--- src/rtl/feature_loader_pkg.sv ---
// Shared types and constants for the feature loader: frame size, feature/index
// types, FSM state encoding and the FIFO entry packing helper.
package feature_loader_pkg;

    localparam int FEATURE_COUNT = 136;
    localparam int FEAT_W        = 8;
    localparam int ENTRY_W       = FEAT_W + 1;

    typedef logic [FEAT_W-1:0] feature_t;
    typedef logic [FEAT_W-1:0] index_t;

    typedef enum logic [2:0] {
        ST_IDLE   = 3'd0,
        ST_LOAD   = 3'd1,
        ST_WAIT   = 3'd2,
        ST_RESULT = 3'd3,
        ST_DRAIN  = 3'd4
    } state_t;

    // A FIFO entry carries the end-of-frame flag above the feature byte.
    function automatic logic [ENTRY_W-1:0] pack_entry(input logic last, input feature_t data);
        return {last, data};
    endfunction

endpackage

--- src/rtl/feature_loader_fifo.sv ---
// Synchronous FIFO with combinational read data at the head. A push is taken
// only when not full and a pop only when not empty, both judged before the edge.
module feature_fifo #(
    parameter int DEPTH = 16,
    parameter int WIDTH = 9
) (
    input  logic                     clk,
    input  logic                     rst,
    input  logic                     push,
    input  logic [WIDTH-1:0]         push_data,
    input  logic                     pop,
    output logic [WIDTH-1:0]         pop_data,
    output logic                     full,
    output logic                     empty,
    output logic [$clog2(DEPTH):0]   count
);

    localparam int AW = $clog2(DEPTH);

    logic [WIDTH-1:0] mem_r [DEPTH];
    logic [AW-1:0]    wr_ptr_r;
    logic [AW-1:0]    rd_ptr_r;
    logic [AW:0]      count_r;
    logic             push_ok_s;
    logic             pop_ok_s;

    assign full      = (count_r == (AW+1)'(DEPTH));
    assign empty     = (count_r == (AW+1)'(0));
    assign count     = count_r;
    assign pop_data  = mem_r[rd_ptr_r];
    assign push_ok_s = push && !full;
    assign pop_ok_s  = pop && !empty;

    // Storage array; contents are don't-care while the entry is unoccupied.
    always_ff @(posedge clk) begin
        if (push_ok_s) begin
            mem_r[wr_ptr_r] <= push_data;
        end
    end

    // Pointers wrap naturally at the power-of-two depth; count tracks occupancy.
    always_ff @(posedge clk or posedge rst) begin
        if (rst) begin
            wr_ptr_r <= AW'(0);
            rd_ptr_r <= AW'(0);
            count_r  <= (AW+1)'(0);
        end else begin
            if (push_ok_s) begin
                wr_ptr_r <= wr_ptr_r + AW'(1);
            end
            if (pop_ok_s) begin
                rd_ptr_r <= rd_ptr_r + AW'(1);
            end
            case ({push_ok_s, pop_ok_s})
                2'b10:   count_r <= count_r + (AW+1)'(1);
                2'b01:   count_r <= count_r - (AW+1)'(1);
                default: count_r <= count_r;
            endcase
        end
    end

endmodule

--- src/rtl/feature_loader.sv ---
// Streams one frame of feature bytes into a MAC engine, waits for the result
// with a watchdog, and hands the captured result to a downstream consumer.
module feature_loader
    import feature_loader_pkg::*;
#(
    parameter int FEATURE_COUNT = feature_loader_pkg::FEATURE_COUNT,
    parameter int FIFO_DEPTH    = 16,
    parameter int TIMEOUT       = 255
) (
    input  logic       clk,
    input  logic       rst,
    input  logic       s_valid,
    input  logic [7:0] s_data,
    input  logic       s_last,
    output logic       s_ready,
    output logic       mac_start,
    output logic [7:0] mac_data,
    output logic [7:0] mac_index,
    input  logic [7:0] mac_out,
    input  logic       mac_done,
    output logic       r_valid,
    output logic [7:0] r_data,
    input  logic       r_ready,
    output logic       busy,
    output logic       err_len,
    output logic       err_timeout
);

    localparam index_t     LAST_IDX = index_t'(FEATURE_COUNT - 1);
    localparam logic [7:0] WD_LAST  = 8'(TIMEOUT - 1);

    state_t               state_r, state_next_s;
    index_t               cnt_r, cnt_next_s;
    logic [7:0]           wd_r, wd_next_s;
    logic [ENTRY_W-1:0]   fifo_head_s;
    logic                 fifo_full_s;
    logic                 fifo_empty_s;
    logic [$clog2(FIFO_DEPTH):0] fifo_level_unused_s;
    logic                 entry_last_s;
    feature_t             entry_data_s;
    logic                 pop_s, issue_s, err_len_s, err_to_s, capture_s, release_s;

    logic                 mac_start_r, r_valid_r, busy_r, err_len_r, err_timeout_r;
    feature_t             mac_data_r, r_data_r;
    index_t               mac_index_r;

    feature_fifo #(.DEPTH(FIFO_DEPTH), .WIDTH(ENTRY_W)) u_fifo (
        .clk       (clk),
        .rst       (rst),
        .push      (s_valid),
        .push_data (pack_entry(s_last, s_data)),
        .pop       (pop_s),
        .pop_data  (fifo_head_s),
        .full      (fifo_full_s),
        .empty     (fifo_empty_s),
        .count     (fifo_level_unused_s)
    );

    assign s_ready      = !fifo_full_s;
    assign entry_last_s = fifo_head_s[ENTRY_W-1];
    assign entry_data_s = fifo_head_s[FEAT_W-1:0];

    // Next-state logic: decides pops, feature issue, errors and result hand-off.
    always_comb begin
        state_next_s = state_r;
        cnt_next_s   = cnt_r;
        wd_next_s    = wd_r;
        pop_s        = 1'b0;
        issue_s      = 1'b0;
        err_len_s    = 1'b0;
        err_to_s     = 1'b0;
        capture_s    = 1'b0;
        release_s    = 1'b0;
        case (state_r)
            ST_IDLE: begin
                if (!fifo_empty_s) begin
                    state_next_s = ST_LOAD;
                    cnt_next_s   = 8'd0;
                end else begin
                    state_next_s = ST_IDLE;
                end
            end
            ST_LOAD: begin
                if (!fifo_empty_s) begin
                    pop_s = 1'b1;
                    if (cnt_r == LAST_IDX) begin
                        // Final feature is always issued; a missing last flag means
                        // the frame is too long and the tail must be discarded.
                        issue_s   = 1'b1;
                        wd_next_s = 8'd0;
                        if (entry_last_s) begin
                            state_next_s = ST_WAIT;
                        end else begin
                            err_len_s    = 1'b1;
                            state_next_s = ST_DRAIN;
                        end
                    end else if (entry_last_s) begin
                        // Short frame: the early terminator is dropped.
                        err_len_s    = 1'b1;
                        state_next_s = ST_IDLE;
                    end else begin
                        issue_s    = 1'b1;
                        cnt_next_s = cnt_r + 8'd1;
                    end
                end else begin
                    state_next_s = ST_LOAD;
                end
            end
            ST_DRAIN: begin
                if (!fifo_empty_s) begin
                    pop_s = 1'b1;
                    if (entry_last_s) begin
                        state_next_s = ST_WAIT;
                        wd_next_s    = 8'd0;
                    end else begin
                        state_next_s = ST_DRAIN;
                    end
                end else begin
                    state_next_s = ST_DRAIN;
                end
            end
            ST_WAIT: begin
                if (mac_done) begin
                    capture_s    = 1'b1;
                    state_next_s = ST_RESULT;
                end else if (wd_r == WD_LAST) begin
                    err_to_s     = 1'b1;
                    state_next_s = ST_IDLE;
                end else begin
                    wd_next_s = wd_r + 8'd1;
                end
            end
            ST_RESULT: begin
                if (r_ready) begin
                    release_s    = 1'b1;
                    state_next_s = ST_IDLE;
                end else begin
                    state_next_s = ST_RESULT;
                end
            end
            default: begin
                state_next_s = ST_IDLE;
            end
        endcase
    end

    // State, feature counter and watchdog registers.
    always_ff @(posedge clk or posedge rst) begin
        if (rst) begin
            state_r <= ST_IDLE;
            cnt_r   <= 8'd0;
            wd_r    <= 8'd0;
        end else begin
            state_r <= state_next_s;
            cnt_r   <= cnt_next_s;
            wd_r    <= wd_next_s;
        end
    end

    // Registered outputs: MAC write port, result holding register, status pulses.
    always_ff @(posedge clk or posedge rst) begin
        if (rst) begin
            mac_start_r   <= 1'b0;
            mac_data_r    <= 8'd0;
            mac_index_r   <= 8'd0;
            r_valid_r     <= 1'b0;
            r_data_r      <= 8'd0;
            busy_r        <= 1'b0;
            err_len_r     <= 1'b0;
            err_timeout_r <= 1'b0;
        end else begin
            mac_start_r   <= issue_s;
            err_len_r     <= err_len_s;
            err_timeout_r <= err_to_s;
            busy_r        <= (state_next_s != ST_IDLE);
            if (issue_s) begin
                mac_data_r  <= entry_data_s;
                mac_index_r <= cnt_r;
            end
            if (capture_s) begin
                r_valid_r <= 1'b1;
                r_data_r  <= mac_out;
            end else if (release_s) begin
                r_valid_r <= 1'b0;
            end
        end
    end

    assign mac_start   = mac_start_r;
    assign mac_data    = mac_data_r;
    assign mac_index   = mac_index_r;
    assign r_valid     = r_valid_r;
    assign r_data      = r_data_r;
    assign busy        = busy_r;
    assign err_len     = err_len_r;
    assign err_timeout = err_timeout_r;

endmodule

--- config.mk ---
export PLATFORM = sky130hd
export DESIGN_NAME = feature_loader
export DESIGN_NICKNAME = d
export VERILOG_FILES = /design/src/rtl/feature_loader_pkg.sv /design/src/rtl/feature_loader_fifo.sv /design/src/rtl/feature_loader.sv
export SDC_FILE = /design/constraint.sdc
export NUM_CORES = 1
export LEC_CHECK = 0
export BUFFER_PORTS_ARGS = -buffer_cell sky130_fd_sc_hd__buf_2
export CAP_MARGIN = 40
export CORE_AREA = 2 2 165 167
export DETAILED_ROUTE_END_ITERATION = 8
export DIE_AREA = 0 0 167 169
export SETUP_SLACK_MARGIN = 0.3
export SLEW_MARGIN = 20
export SYNTH_ARGS = -nofsm -noshare
export SYNTH_HDL_FRONTEND = slang
export SYNTH_HIERARCHICAL = 1
export SYNTH_SLANG_ARGS = --single-unit
--- constraint.sdc ---
create_clock -name clk -period 6 [get_ports clk]
set_input_delay 0.3 -clock clk [delete_from_list [all_inputs] [get_ports clk]]
set_output_delay 0.3 -clock clk [all_outputs]
set_load 0.02 [all_outputs]
==> flow_summary.ini <==
[status]
status = finished clean

[sta]
skew_ns = 0.01001
rsz0062_at_grt = false
clock.fmax_mhz = 275.7
tightestPinTransition_ns = 0.7991
fin_crit_ns = 3.627
finalHoldViolations = 0
setup_viol_count_final = 0
setup_tns_ns = 0
final.period_utilization_pct = 60.46
setup_ws_ns = 2.373
slew_headroom_pct = 46.53
slew_viol_final = 0

[floorplan]
die_area_um2 = 28220
chipWidth_um = 167
rows = 60
start_util_pct = 32.49
core_um2 = 26500
io-pin-count = 52
die_y_um = 169

[critical_path]
worst-r2r-cell-count = 9
worst-r2r-setup-slack_ns = 2.37
startpoint = u_fifo/rd_ptr_r[0]$_DFFE_PP0P_
crit_path_max_fanout = 32
crit_type = reg -> reg
r2r-start = u_fifo/rd_ptr_r[0]$_DFFE_PP0P_
cp.required_ns = 6.38
critPathLaunchType = register
end_kind = register
worst_ep_arrival_time_ns = 4.01
reg2reg_to = wd_r[1]$_DFFE_PP0P_

[power]
internal_power_mw = 3.099
p_sw_mw = 1.560
total_power_mw = 4.659
combinationalPowerShare_pct = 31.9
ir_drop_mv = 0.2614
p_per_area_nw_per_um2 = 465.7
seqPwrFrac_pct = 41.8
p_leak_nw = 3.789
p_sw_share_pct = 33.47
p_clk_share_pct = 26.3

[logic_synthesis]
synth-edff-count = 144
ys_seq_area_share_pct = 67.96
ys_warn_count = 6
synth_nets = 590
netlist_instances = 554
syn_area_per_cell_um2 = 15.54
synth_seq_cells = 205
synth_async_sr_flop_share_pct = 29.76
synth_area_um2 = 8610
synth_cell_types = 58
synth_flop_cell = edfxtp_1

[routing]
post-route-drc-count = 0
routed_wirelength_mm = 18.10
first_iter_violations = 362
vias = 4961
drt_first_pass_iters = 5
wire_per_inst_um = 18.43
avgViaCountPerCell = 5.052
drtAntennaViolNets = 0

[hold_path]
whs_endpoint = r_data[5]$_DFFE_PP0P_
min_delay_path_depth = 2
min-delay-start = mac_out[5]
min_path_type = in -> reg

[final_layout]
multi_input_area_um2 = 2564
area_growth_pct = 16.19
regArea_um2 = 5852
fill_cells = 2441
drive_gt1_share_pct = 25.43
diodes = 0
nets = 662

[clock_network]
cts.sinks = 205
cts_tree = yes
numCtsBuffers = 21
cts_root_buf = clkbuf_16
insertion_delay_ns = 0.50
clockBufferDepth = 3
cts_max_level = 1
ctsResizeCount = 0
clk_pin_slew_ns = 0.06

[grt]
grt_pass1_wl_mm = 28.07
grt_remaining_overflow = 0
groute.usage.overall_pct = 12.60
antenna_found_initial = 0
grt_pass1_vias = 4948
grt_max_degree = 33

[placed_design]
port-buffer-count = 51
dp_hpwl_mm = 12.69
post-place-ws_ns = 2.255
gp_congestion = 0.7893

[run]
drv_cap = 0
==> worst max path at each step <==
| stage | end | slack [ns] | depth (start not counted) |
|---|---|---|---|
| global route | wd_r[1]$_DFFE_PP0P_ | 2.10 | 9 |
| floorplan | u_fifo/count[4]$_DFFE_PP0P_ | 3.10 | 13 |
| finish | wd_r[1]$_DFFE_PP0P_ | 2.37 | 9 |
| global placement | mac_index[0]$_DFFE_PP0P_ | 2.33 | 8 |
| CTS | mac_index[3]$_DFFE_PP0P_ | 2.24 | 8 |
| detailed placement | mac_index[3]$_DFFE_PP0P_ | 2.26 | 8 |
==> stage by stage <==
stage	area [um2]	utilization (%)	hold slack [ns]	std cells
2_1_floorplan	8610	-	0.1770	554
3_3_place_gp	9203	34.73	0.3651	929
3_5_place_dp	9325	35.19	0.3522	941
4_1_cts	9985	37.68	0.01448	980
5_1_grt	10000	37.75	0.02536	982
6_report	10000	37.75	0.03518	982
==> state kept, by name, indices dropped and copies added, names as in the netlist <==
name / cells
u_fifo/mem_r: 144
cnt_r: 8
mac_data: 8
mac_index: 8
r_data: 8
wd_r: 8
u_fifo/count: 5
u_fifo/rd_ptr_r: 4
u_fifo/wr_ptr_r: 4
state_r: 3
busy: 1
err_len: 1
err_timeout: 1
mac_start: 1
r_valid: 1
==> cell usage in the layout (no fill, tap or decap), types with 6 or more instances in the layout <==
master     count
a21oi_1       22
a221oi_1       6
a22oi_1        9
a31oi_1        7
buf_2         51
buf_4         17
clkbuf_1       7
clkbuf_16     23
dfrtp_1       60
edfxtp_1     144
ha_1          13
inv_1         15
mux2_2        33
mux2i_1       29
mux4_2        18
nand2_1       34
nand3_1        7
nor2_1        23
nor3_1         7
o21ai_0       29
xnor2_1        9
==> power by group through the flow <==
stage | clock network [mW] | logic [mW] | registers, mW
floorplan | 0 | 1.12 | 1.90
global placement | 0 | 1.37 | 1.99
detailed placement | 0 | 1.47 | 1.98
CTS | 1.26 | 1.48 | 1.95
global route | 1.31 | 1.62 | 1.98
finish | 1.22 | 1.49 | 1.95
==> critical path, cell delays in order (launching register included) <==
cell       delay (ns)
dfrtp_2          0.88
buf_4            0.61
mux2i_1          0.17
a21oi_1          0.23
a22oi_1          0.12
nand2_1          0.23
a21o_1           0.18
a21oi_1          0.11
a2111oi_4        0.59
mux2_4           0.35
==> synthesized netlist by cell type (2+ instances only) <==
cell | count | area share (%)
edfxtp_1 | 144 | 50
dfrtp_1 | 61 | 18
nand2_1 | 34 | 1.5
mux2_2 | 33 | 4.3
mux2i_1 | 29 | 3.4
o21ai_0 | 29 | 1.7
nor2_1 | 23 | 1.0
a21oi_1 | 22 | 1.3
mux4_2 | 18 | 4.7
inv_1 | 16 | 0.70
ha_1 | 13 | 1.9
a22oi_1 | 9 | 0.78
xnor2_1 | 9 | 0.92
clkbuf_1 | 8 | 0.35
a31oi_1 | 7 | 0.51
nand3_1 | 7 | 0.41
nor3_1 | 7 | 0.41
a221oi_1 | 6 | 0.61
buf_2 | 6 | 0.35
buf_6 | 5 | 0.65
nand2b_1 | 5 | 0.36
nor2b_1 | 5 | 0.36
xor2_1 | 5 | 0.51
a21o_1 | 4 | 0.35
and2_1 | 4 | 0.29
nand4_1 | 4 | 0.29
a221oi_2 | 3 | 0.52
buf_1 | 3 | 0.13
or3_1 | 3 | 0.22
a31o_2 | 2 | 0.20
and3_1 | 2 | 0.15
or3b_1 | 2 | 0.20
==> area by class of cell <==
class	count	share of cell area, %
clock buffer	31	6.154
clock inverter	7	0.3377
inverter	16	0.6004
multi-input combinational	310	25.63
sequential	205	58.50
tap	341	4.265
timing repair buffer	72	4.515
==> per-layer routing <==
layer,GRT usage [%],vias to the layer above,wire length (um)
li1,-,2266,-
met1,16.64,2538,7734
met2,21.51,125,9009
met3,1.917,32,970
met4,3.861,0,387
met5,0,-,0
==> cells by family after synthesis <==
group / Yosys count / synth area share, %
and+or+nand+nor: 107 / 6.278
adders and majority gates: 14 / 2.122
DFF: 205 / 67.96
buffers and inverters: 39 / 2.267
xor gates and xnor gates: 14 / 1.424
muxes: 82 / 12.70
AOI/OAI and AO/OA: 93 / 7.252
==> repair_timing <==
action | 4_1_cts | 5_1_grt
endpoints found under the hold margin | 32 | 0
setup buffers | 0 | 0
hold buffers | 1 | 0
endpoints found under the setup margin | 0 | 0
Power figures use the tool's default switching activity.
